<file path="config.mk">
export PLATFORM = sky130hd
export DESIGN_NAME = id_ex_stage
export DESIGN_NICKNAME = d
export VERILOG_FILES = /design/src/rtl/id_ex_stage_pkg.sv /design/src/rtl/id_ex_stage_fwd_mux.sv /design/src/rtl/id_ex_stage.sv
export SDC_FILE = /design/constraint.sdc
export NUM_CORES = 1
export LEC_CHECK = 0
export CAP_MARGIN = 10
export CORE_ASPECT_RATIO = 1.25
export CORE_MARGIN = 3
export CORE_UTILIZATION = 35
export CTS_BUF_LIST = sky130_fd_sc_hd__clkbuf_2 sky130_fd_sc_hd__clkbuf_4 sky130_fd_sc_hd__clkbuf_8
export DETAILED_ROUTE_END_ITERATION = 7
export GPL_TIMING_DRIVEN = 0
export PLACE_DENSITY = 0.77
export SYNTH_ARGS = -nofsm -noshare
export SYNTH_HDL_FRONTEND = slang
export SYNTH_SLANG_ARGS = --single-unit
</file>
<file path="constraint.sdc">
create_clock -name clk_i -period 5.45 [get_ports clk_i]
set_clock_uncertainty 0.05 [all_clocks]
set_input_delay 1.3625 -clock clk_i [delete_from_list [all_inputs] [get_ports clk_i]]
set_output_delay 1.3625 -clock clk_i [all_outputs]
set_load 0.03 [all_outputs]
</file>
<file path="src/rtl/id_ex_stage_pkg.sv">
// Shared definitions for the ID/EX stage: ALU opcode encodings and the opcode
// loaded when the stage holds a bubble.
package id_ex_stage_pkg;

    typedef enum logic [3:0] {
        ALU_OP_ADD  = 4'b0000,
        ALU_OP_SLL  = 4'b0001,
        ALU_OP_SLT  = 4'b0010,
        ALU_OP_SLTU = 4'b0011,
        ALU_OP_XOR  = 4'b0100,
        ALU_OP_SRL  = 4'b0101,
        ALU_OP_OR   = 4'b0110,
        ALU_OP_AND  = 4'b0111,
        ALU_OP_SUB  = 4'b1000,
        ALU_OP_EQ   = 4'b1001,
        ALU_OP_NEQ  = 4'b1010,
        ALU_OP_GE   = 4'b1100,
        ALU_OP_SRA  = 4'b1101,
        ALU_OP_GEU  = 4'b1111
    } alu_op_e;

    localparam logic [3:0] BUBBLE_ALU_OP = ALU_OP_ADD;

endpackage

</file>
<file path="src/rtl/id_ex_stage_fwd_mux.sv">
// Operand forwarding select for one source register: EX/MEM beats MEM/WB,
// which beats the latched register data. x0 is never forwarded.
module id_ex_stage_fwd_mux #(
    parameter int DATA_W = 32,
    parameter int REG_AW = 5
) (
    input  logic [REG_AW-1:0] rs_addr_i,
    input  logic [DATA_W-1:0] rs_data_i,
    input  logic [REG_AW-1:0] ex_mem_rd_i,
    input  logic              ex_mem_wr_i,
    input  logic [DATA_W-1:0] ex_mem_result_i,
    input  logic [REG_AW-1:0] mem_wb_rd_i,
    input  logic              mem_wb_wr_i,
    input  logic [DATA_W-1:0] mem_wb_result_i,
    output logic [DATA_W-1:0] fwd_data_o
);

    logic ex_mem_hit;
    logic mem_wb_hit;

    assign ex_mem_hit = ex_mem_wr_i && (ex_mem_rd_i != '0) && (ex_mem_rd_i == rs_addr_i);
    assign mem_wb_hit = mem_wb_wr_i && (mem_wb_rd_i != '0) && (mem_wb_rd_i == rs_addr_i);

    always_comb begin
        fwd_data_o = rs_data_i;
        if (ex_mem_hit) begin
            fwd_data_o = ex_mem_result_i;
        end else if (mem_wb_hit) begin
            fwd_data_o = mem_wb_result_i;
        end
    end

endmodule

</file>
<file path="src/rtl/id_ex_stage.sv">
// ID/EX pipeline register feeding the ALU: latches decoded fields, forwards
// from EX/MEM and MEM/WB, selects operands and detects load-use hazards.
module id_ex_stage
    import id_ex_stage_pkg::*;
#(
    parameter int DATA_W = 32,
    parameter int REG_AW = 5
) (
    input  logic              clk_i,
    input  logic              rst_i,
    input  logic              id_valid_i,
    input  logic [DATA_W-1:0] id_pc_i,
    input  logic [DATA_W-1:0] id_rs1_data_i,
    input  logic [DATA_W-1:0] id_rs2_data_i,
    input  logic [DATA_W-1:0] id_imm_i,
    input  logic [REG_AW-1:0] id_rs1_i,
    input  logic [REG_AW-1:0] id_rs2_i,
    input  logic [REG_AW-1:0] id_rd_i,
    input  logic              id_rs1_used_i,
    input  logic              id_rs2_used_i,
    input  logic [3:0]        id_alu_op_i,
    input  logic              id_op1_pc_i,
    input  logic              id_op2_imm_i,
    input  logic              id_reg_write_i,
    input  logic              id_mem_read_i,
    input  logic              id_mem_write_i,
    input  logic              stall_i,
    input  logic              flush_i,
    input  logic [REG_AW-1:0] ex_mem_rd_i,
    input  logic              ex_mem_wr_i,
    input  logic [DATA_W-1:0] ex_mem_result_i,
    input  logic [REG_AW-1:0] mem_wb_rd_i,
    input  logic              mem_wb_wr_i,
    input  logic [DATA_W-1:0] mem_wb_result_i,
    output logic              hazard_o,
    output logic              ex_valid_o,
    output logic [DATA_W-1:0] alu_data1_o,
    output logic [DATA_W-1:0] alu_data2_o,
    output logic [3:0]        alu_op_o,
    output logic [DATA_W-1:0] store_data_o,
    output logic [DATA_W-1:0] ex_pc_o,
    output logic [REG_AW-1:0] ex_rd_o,
    output logic              ex_reg_write_o,
    output logic              ex_mem_read_o,
    output logic              ex_mem_write_o
);

    logic              valid_q,     valid_d;
    logic [DATA_W-1:0] pc_q,        pc_d;
    logic [DATA_W-1:0] rs1_data_q,  rs1_data_d;
    logic [DATA_W-1:0] rs2_data_q,  rs2_data_d;
    logic [DATA_W-1:0] imm_q,       imm_d;
    logic [REG_AW-1:0] rs1_q,       rs1_d;
    logic [REG_AW-1:0] rs2_q,       rs2_d;
    logic [REG_AW-1:0] rd_q,        rd_d;
    logic [3:0]        alu_op_q,    alu_op_d;
    logic              op1_pc_q,    op1_pc_d;
    logic              op2_imm_q,   op2_imm_d;
    logic              reg_write_q, reg_write_d;
    logic              mem_read_q,  mem_read_d;
    logic              mem_write_q, mem_write_d;

    logic              wt_rs1;
    logic              wt_rs2;
    logic              load_use;
    logic [DATA_W-1:0] fwd_rs1;
    logic [DATA_W-1:0] fwd_rs2;

    // Load in the stage whose destination decode is about to read.
    assign load_use = valid_q && mem_read_q && (rd_q != '0) && id_valid_i &&
                      ((id_rs1_used_i && (id_rs1_i == rd_q)) ||
                       (id_rs2_used_i && (id_rs2_i == rd_q)));
    assign hazard_o = load_use && !flush_i && !stall_i;

    // A write-back landing this cycle is not yet visible in the register file.
    assign wt_rs1 = mem_wb_wr_i && (mem_wb_rd_i != '0) && (mem_wb_rd_i == id_rs1_i);
    assign wt_rs2 = mem_wb_wr_i && (mem_wb_rd_i != '0) && (mem_wb_rd_i == id_rs2_i);

    always_comb begin
        valid_d     = valid_q;
        pc_d        = pc_q;
        rs1_data_d  = rs1_data_q;
        rs2_data_d  = rs2_data_q;
        imm_d       = imm_q;
        rs1_d       = rs1_q;
        rs2_d       = rs2_q;
        rd_d        = rd_q;
        alu_op_d    = alu_op_q;
        op1_pc_d    = op1_pc_q;
        op2_imm_d   = op2_imm_q;
        reg_write_d = reg_write_q;
        mem_read_d  = mem_read_q;
        mem_write_d = mem_write_q;
        if (flush_i || (!stall_i && hazard_o)) begin
            valid_d     = 1'b0;
            pc_d        = '0;
            rs1_data_d  = '0;
            rs2_data_d  = '0;
            imm_d       = '0;
            rs1_d       = '0;
            rs2_d       = '0;
            rd_d        = '0;
            alu_op_d    = BUBBLE_ALU_OP;
            op1_pc_d    = 1'b0;
            op2_imm_d   = 1'b0;
            reg_write_d = 1'b0;
            mem_read_d  = 1'b0;
            mem_write_d = 1'b0;
        end else if (!stall_i) begin
            valid_d     = id_valid_i;
            pc_d        = id_pc_i;
            rs1_data_d  = wt_rs1 ? mem_wb_result_i : id_rs1_data_i;
            rs2_data_d  = wt_rs2 ? mem_wb_result_i : id_rs2_data_i;
            imm_d       = id_imm_i;
            rs1_d       = id_rs1_i;
            rs2_d       = id_rs2_i;
            rd_d        = id_rd_i;
            alu_op_d    = id_alu_op_i;
            op1_pc_d    = id_op1_pc_i;
            op2_imm_d   = id_op2_imm_i;
            reg_write_d = id_reg_write_i;
            mem_read_d  = id_mem_read_i;
            mem_write_d = id_mem_write_i;
        end
    end

    always_ff @(posedge clk_i) begin
        if (rst_i) begin
            valid_q     <= 1'b0;
            pc_q        <= '0;
            rs1_data_q  <= '0;
            rs2_data_q  <= '0;
            imm_q       <= '0;
            rs1_q       <= '0;
            rs2_q       <= '0;
            rd_q        <= '0;
            alu_op_q    <= BUBBLE_ALU_OP;
            op1_pc_q    <= 1'b0;
            op2_imm_q   <= 1'b0;
            reg_write_q <= 1'b0;
            mem_read_q  <= 1'b0;
            mem_write_q <= 1'b0;
        end else begin
            valid_q     <= valid_d;
            pc_q        <= pc_d;
            rs1_data_q  <= rs1_data_d;
            rs2_data_q  <= rs2_data_d;
            imm_q       <= imm_d;
            rs1_q       <= rs1_d;
            rs2_q       <= rs2_d;
            rd_q        <= rd_d;
            alu_op_q    <= alu_op_d;
            op1_pc_q    <= op1_pc_d;
            op2_imm_q   <= op2_imm_d;
            reg_write_q <= reg_write_d;
            mem_read_q  <= mem_read_d;
            mem_write_q <= mem_write_d;
        end
    end

    id_ex_stage_fwd_mux #(.DATA_W(DATA_W), .REG_AW(REG_AW)) u_fwd_rs1 (
        .rs_addr_i       (rs1_q),
        .rs_data_i       (rs1_data_q),
        .ex_mem_rd_i     (ex_mem_rd_i),
        .ex_mem_wr_i     (ex_mem_wr_i),
        .ex_mem_result_i (ex_mem_result_i),
        .mem_wb_rd_i     (mem_wb_rd_i),
        .mem_wb_wr_i     (mem_wb_wr_i),
        .mem_wb_result_i (mem_wb_result_i),
        .fwd_data_o      (fwd_rs1)
    );

    id_ex_stage_fwd_mux #(.DATA_W(DATA_W), .REG_AW(REG_AW)) u_fwd_rs2 (
        .rs_addr_i       (rs2_q),
        .rs_data_i       (rs2_data_q),
        .ex_mem_rd_i     (ex_mem_rd_i),
        .ex_mem_wr_i     (ex_mem_wr_i),
        .ex_mem_result_i (ex_mem_result_i),
        .mem_wb_rd_i     (mem_wb_rd_i),
        .mem_wb_wr_i     (mem_wb_wr_i),
        .mem_wb_result_i (mem_wb_result_i),
        .fwd_data_o      (fwd_rs2)
    );

    assign alu_data1_o    = op1_pc_q  ? pc_q  : fwd_rs1;
    assign alu_data2_o    = op2_imm_q ? imm_q : fwd_rs2;
    assign store_data_o   = fwd_rs2;
    assign alu_op_o       = alu_op_q;
    assign ex_valid_o     = valid_q;
    assign ex_pc_o        = pc_q;
    assign ex_rd_o        = rd_q;
    assign ex_reg_write_o = reg_write_q;
    assign ex_mem_read_o  = mem_read_q;
    assign ex_mem_write_o = mem_write_q;

endmodule
</file>
==> metrics.md <==
| Metric | Value |
|---|---|
| Final hold vios | `0` |
| Startpoint type of the worst setup path | `input port` |
| R2R cell count | `7` |
| Worst vdd ir | `150 uV` |
| Worst EP arrival | `3.99 ns` |
| Die Y-Extent | `186 um` |
| Sequential area share after synthesis | `33.7%` |
| Vias per std cell | `5.50` |
| Slowest CP cell | `or4_4` |
| Initial drt markers | `842` |
| DRT Wirelength | `41.1 mm` |
| # IOs | `377` |
| # rows | `65` |
| GRT overflow | `0` |
| Total track usage | `28.4%` |
| Max-cap violations | `0` |
| Levels on crit path | `8` |
| Placed cells | `1,865` |
| Nets@finish | `1,789` |
| Ys flop type | `dfxtp_1` |
| LEAKAGE | `0.00546 uW` |
| Fin cells | `1,905` |
| Top post-synthesis cells by area | `dfxtp_1 34%, mux2i_1 9.8%, nand2_1 6.7%` |
| CTS Buffer Depth | `2` |
| DR vias | `10,500` |
| Post-route antenna net violation count | `0` |
| Most used cell, CP | `clkbuf_1` |
| Async SR Flop Fraction | `0%` |
| First-pass GRT wire length | `60.1 mm` |
| Syn avg cell area | `7.84 sq um` |
| Remaining DRCs | `0` |
| Slowest stage delay, CP | `0.54 ns` |
| Avg WL per Cell | `21.6 um` |
| Period utilization | `99.1%` |
| Critical Path Fanout Max | `10` |
| Final min period | `5.40 ns` |
| Area share of the leading cell type in the synthesized netlist | `33.7%` |
| Status | `finished clean` |
| Hold crit path type | `register to register` |
| Critical path class | `input port to primary output` |
| Relative slew slack | `37.6%` |
| Post-synth top area cell | `dfxtp_1` |
| Clk Tree Root Cell | `clkbuf_8` |
| Commonest cells in the netlist | `161 x nand2_1, 161 x nor2_1, 153 x dfxtp_1, 96 x clkbuf_1, 95 x a31oi_1` |
| Post-synth EDFFs | `0` |
| Core Box Area | `25,400 sq um` |
| RSZ-0062 raised after global routing | `false` |
| Post-DP HPWL | `32.0 mm` |
| Cells after Synth | `1,158` |
| Clock transition at the registers of the reported paths | `0.08 ns` |
| Sinks on the clock net | `153` |
| Critical Path RT | `4.04 ns` |
| Largest net degree at the start of global routing | `17` |
| Initial antenna violation count | `6` |
| Post-Syn Area | `9080 sq um` |
| Die area | `27,900 sq um` |
| Starting Density | `35.8%` |
| Area grow syn2layout | `51.0%` |
| Share of cells above drive strength 1 | `9.83%` |
| Htree depth | `4` |
| Yosys reg bits | `153` |
| Routability cong. | `0.984` |
| PwrDens | `216 nW/um^2` |
| Syn_nets | `1,393` |
| CP bufs+invs | `3` |
| Achievable clock frequency | `185 MHz` |
| Distinct cell type count after synthesis | `36` |
| DR pass1 iterations | `6` |
| Hold depth | `2` |
| Number of synthesis warnings | `0` |
| Post-Route Utilization | `54.0%` |
| I/O Buffers | `371` |
| Clk_lat worst skew | `0.48 ns` |
| Critical path, cell by cell | `clkbuf_1 -> or4_4 -> o211ai_4 -> clkbuf_1 -> o21ai_0 -> a31oi_1 -> mux2_2 -> dlygate4sd2_1` |
| Worst-Margin Slew | `0.936 ns` |
| Total CTS buffers | `17` |
| Setup-failing EPs final | `0` |
| CTS tree | `done` |
| Vias in the first global route | `10,300` |
| CP delay by family, top | `buffers and inverters` |
| Die width | `150 um` |
| Critical Path Sink Type | `primary output` |
| Max-slew violations | `0` |
[where the power goes]
part           internal (uW)  leakage, uW  total (uW)  switching [uW]
registers               1150      0.00125        1180            25.2
logic                    337      0.00399         732             395
clock network            567     0.000227        1060             490
total                   2060      0.00546        2970             909
[layout make-up]
type | instances | area, sq um
timing repair buffer | 379 | 3650
antenna | 3 | 7.51
tap | 335 | 419
buffer | 113 | 534
fill | 2539 | 11700
clock inverter | 13 | 216
multi-input combinational | 859 | 5450
clock buffer | 19 | 255
inverter | 31 | 116
sequential | 153 | 3060
[flip-flops by register name, indices dropped and copies added, names as in the netlist, 4 cells and up]
signal      count
rs1_q           5
ex_rd_o         5
rs2_data_q     32
rs1_data_q     32
imm_q          32
alu_op_o        4
rs2_q           5
ex_pc_o        32
[tightest hold or removal path, stage by stage, from the launching register on]
cell	delay (ns)
dfxtp_1	0.32
nand2_1	0.06
a31oi_1	0.06
[layer usage]
layer	GRT usage (%)	share of wire (%)	vias up
met2	49.9	50	573
met5	0	0.095	-
met3	6.87	8.5	106
met4	11.9	3.6	6
li1	-	-	4897
met1	33.0	38	4898
[placed cells by master, fill, tap and decap left out, types with 3 or more instances in the layout]
cell,count
clkinvlp_4,3
mux2i_1,89
buf_2,17
dfxtp_1,153
or3_1,31
o21ai_0,32
buf_6,10
mux2_2,30
nor2_1,160
clkbuf_4,4
clkbuf_8,19
o31ai_1,32
clkdlybuf4s15_1,9
and3_1,32
a31oi_1,93
clkbuf_2,14
nor3_1,33
clkdlybuf4s50_1,273
xnor2_1,19
a221oi_1,31
nand2_1,161
clkinv_4,3
nand4_1,3
clkdlybuf4s15_2,20
clkbuf_1,86
xor2_1,21
buf_4,11
bufinv_16,5
inv_1,31
or3b_1,64
diode_2,3
dlygate4sd1_1,3
dlygate4sd2_1,41
[repair_timing]
item | 4_1_cts | 5_1_grt
setup endpoints to repair | 96 | 71
setup buffers | 7 | 0
pin swaps | 3 | 0
hold buffers | 0 | 0
gates resized for setup | 233 | 40
[per-stage QoR]
| step | cell area [sq um] | worst slack (ns) | hold slack [ns] | power [uW] | setup TNS (ns) |
|---|---|---|---|---|---|
| 3_5_place_dp | 13200 | -1.29 | 0.414 | 1940 | -89.09 |
| 2_1_floorplan | 9080 | 0.371 | 0.396 | 1560 | 0 |
| 5_1_grt | 13700 | 0.000994 | 0.450 | 3080 | 0 |
| 3_3_place_gp | 13200 | -1.23 | 0.410 | 1940 | -90.55 |
| 6_report | 13700 | 0.0473 | 0.429 | 2970 | 0 |
| 4_1_cts | 13700 | 0.00302 | 0.428 | 2970 | 0 |
[cell families (layout without fill, tap and decap cells)]
kind of cell / count (synthesis) / count (layout) / share of synthesized area [%]
other: 0 / 3 / 0
flip-flops: 153 / 153 / 33.7
buffers and inverters: 146 / 555 / 6.90
XOR/XNOR: 40 / 40 / 3.86
multiplexers: 120 / 120 / 13.7
AND/OR/NAND/NOR: 500 / 500 / 27.1
AO/OA/AOI/OAI: 199 / 199 / 14.7
[final timing paths]
kind | end | from | slack (ns)
worst min register to register | rs2_data_q[20]$_SDFFE_PP0N_ | rs2_data_q[20]$_SDFFE_PP0N_ | 0.43
worst min-delay path | rs2_data_q[20]$_SDFFE_PP0N_ | rs2_data_q[20]$_SDFFE_PP0N_ | 0.43
worst max-delay path | alu_data2_o[31] | mem_wb_rd_i[3] | 0.05
worst max register to register | ex_pc_o[10]$_SDFFE_PP0N_ | ex_rd_o[3]$_SDFFE_PP0N_ | 2.09
(Power assumes the default switching activity.)
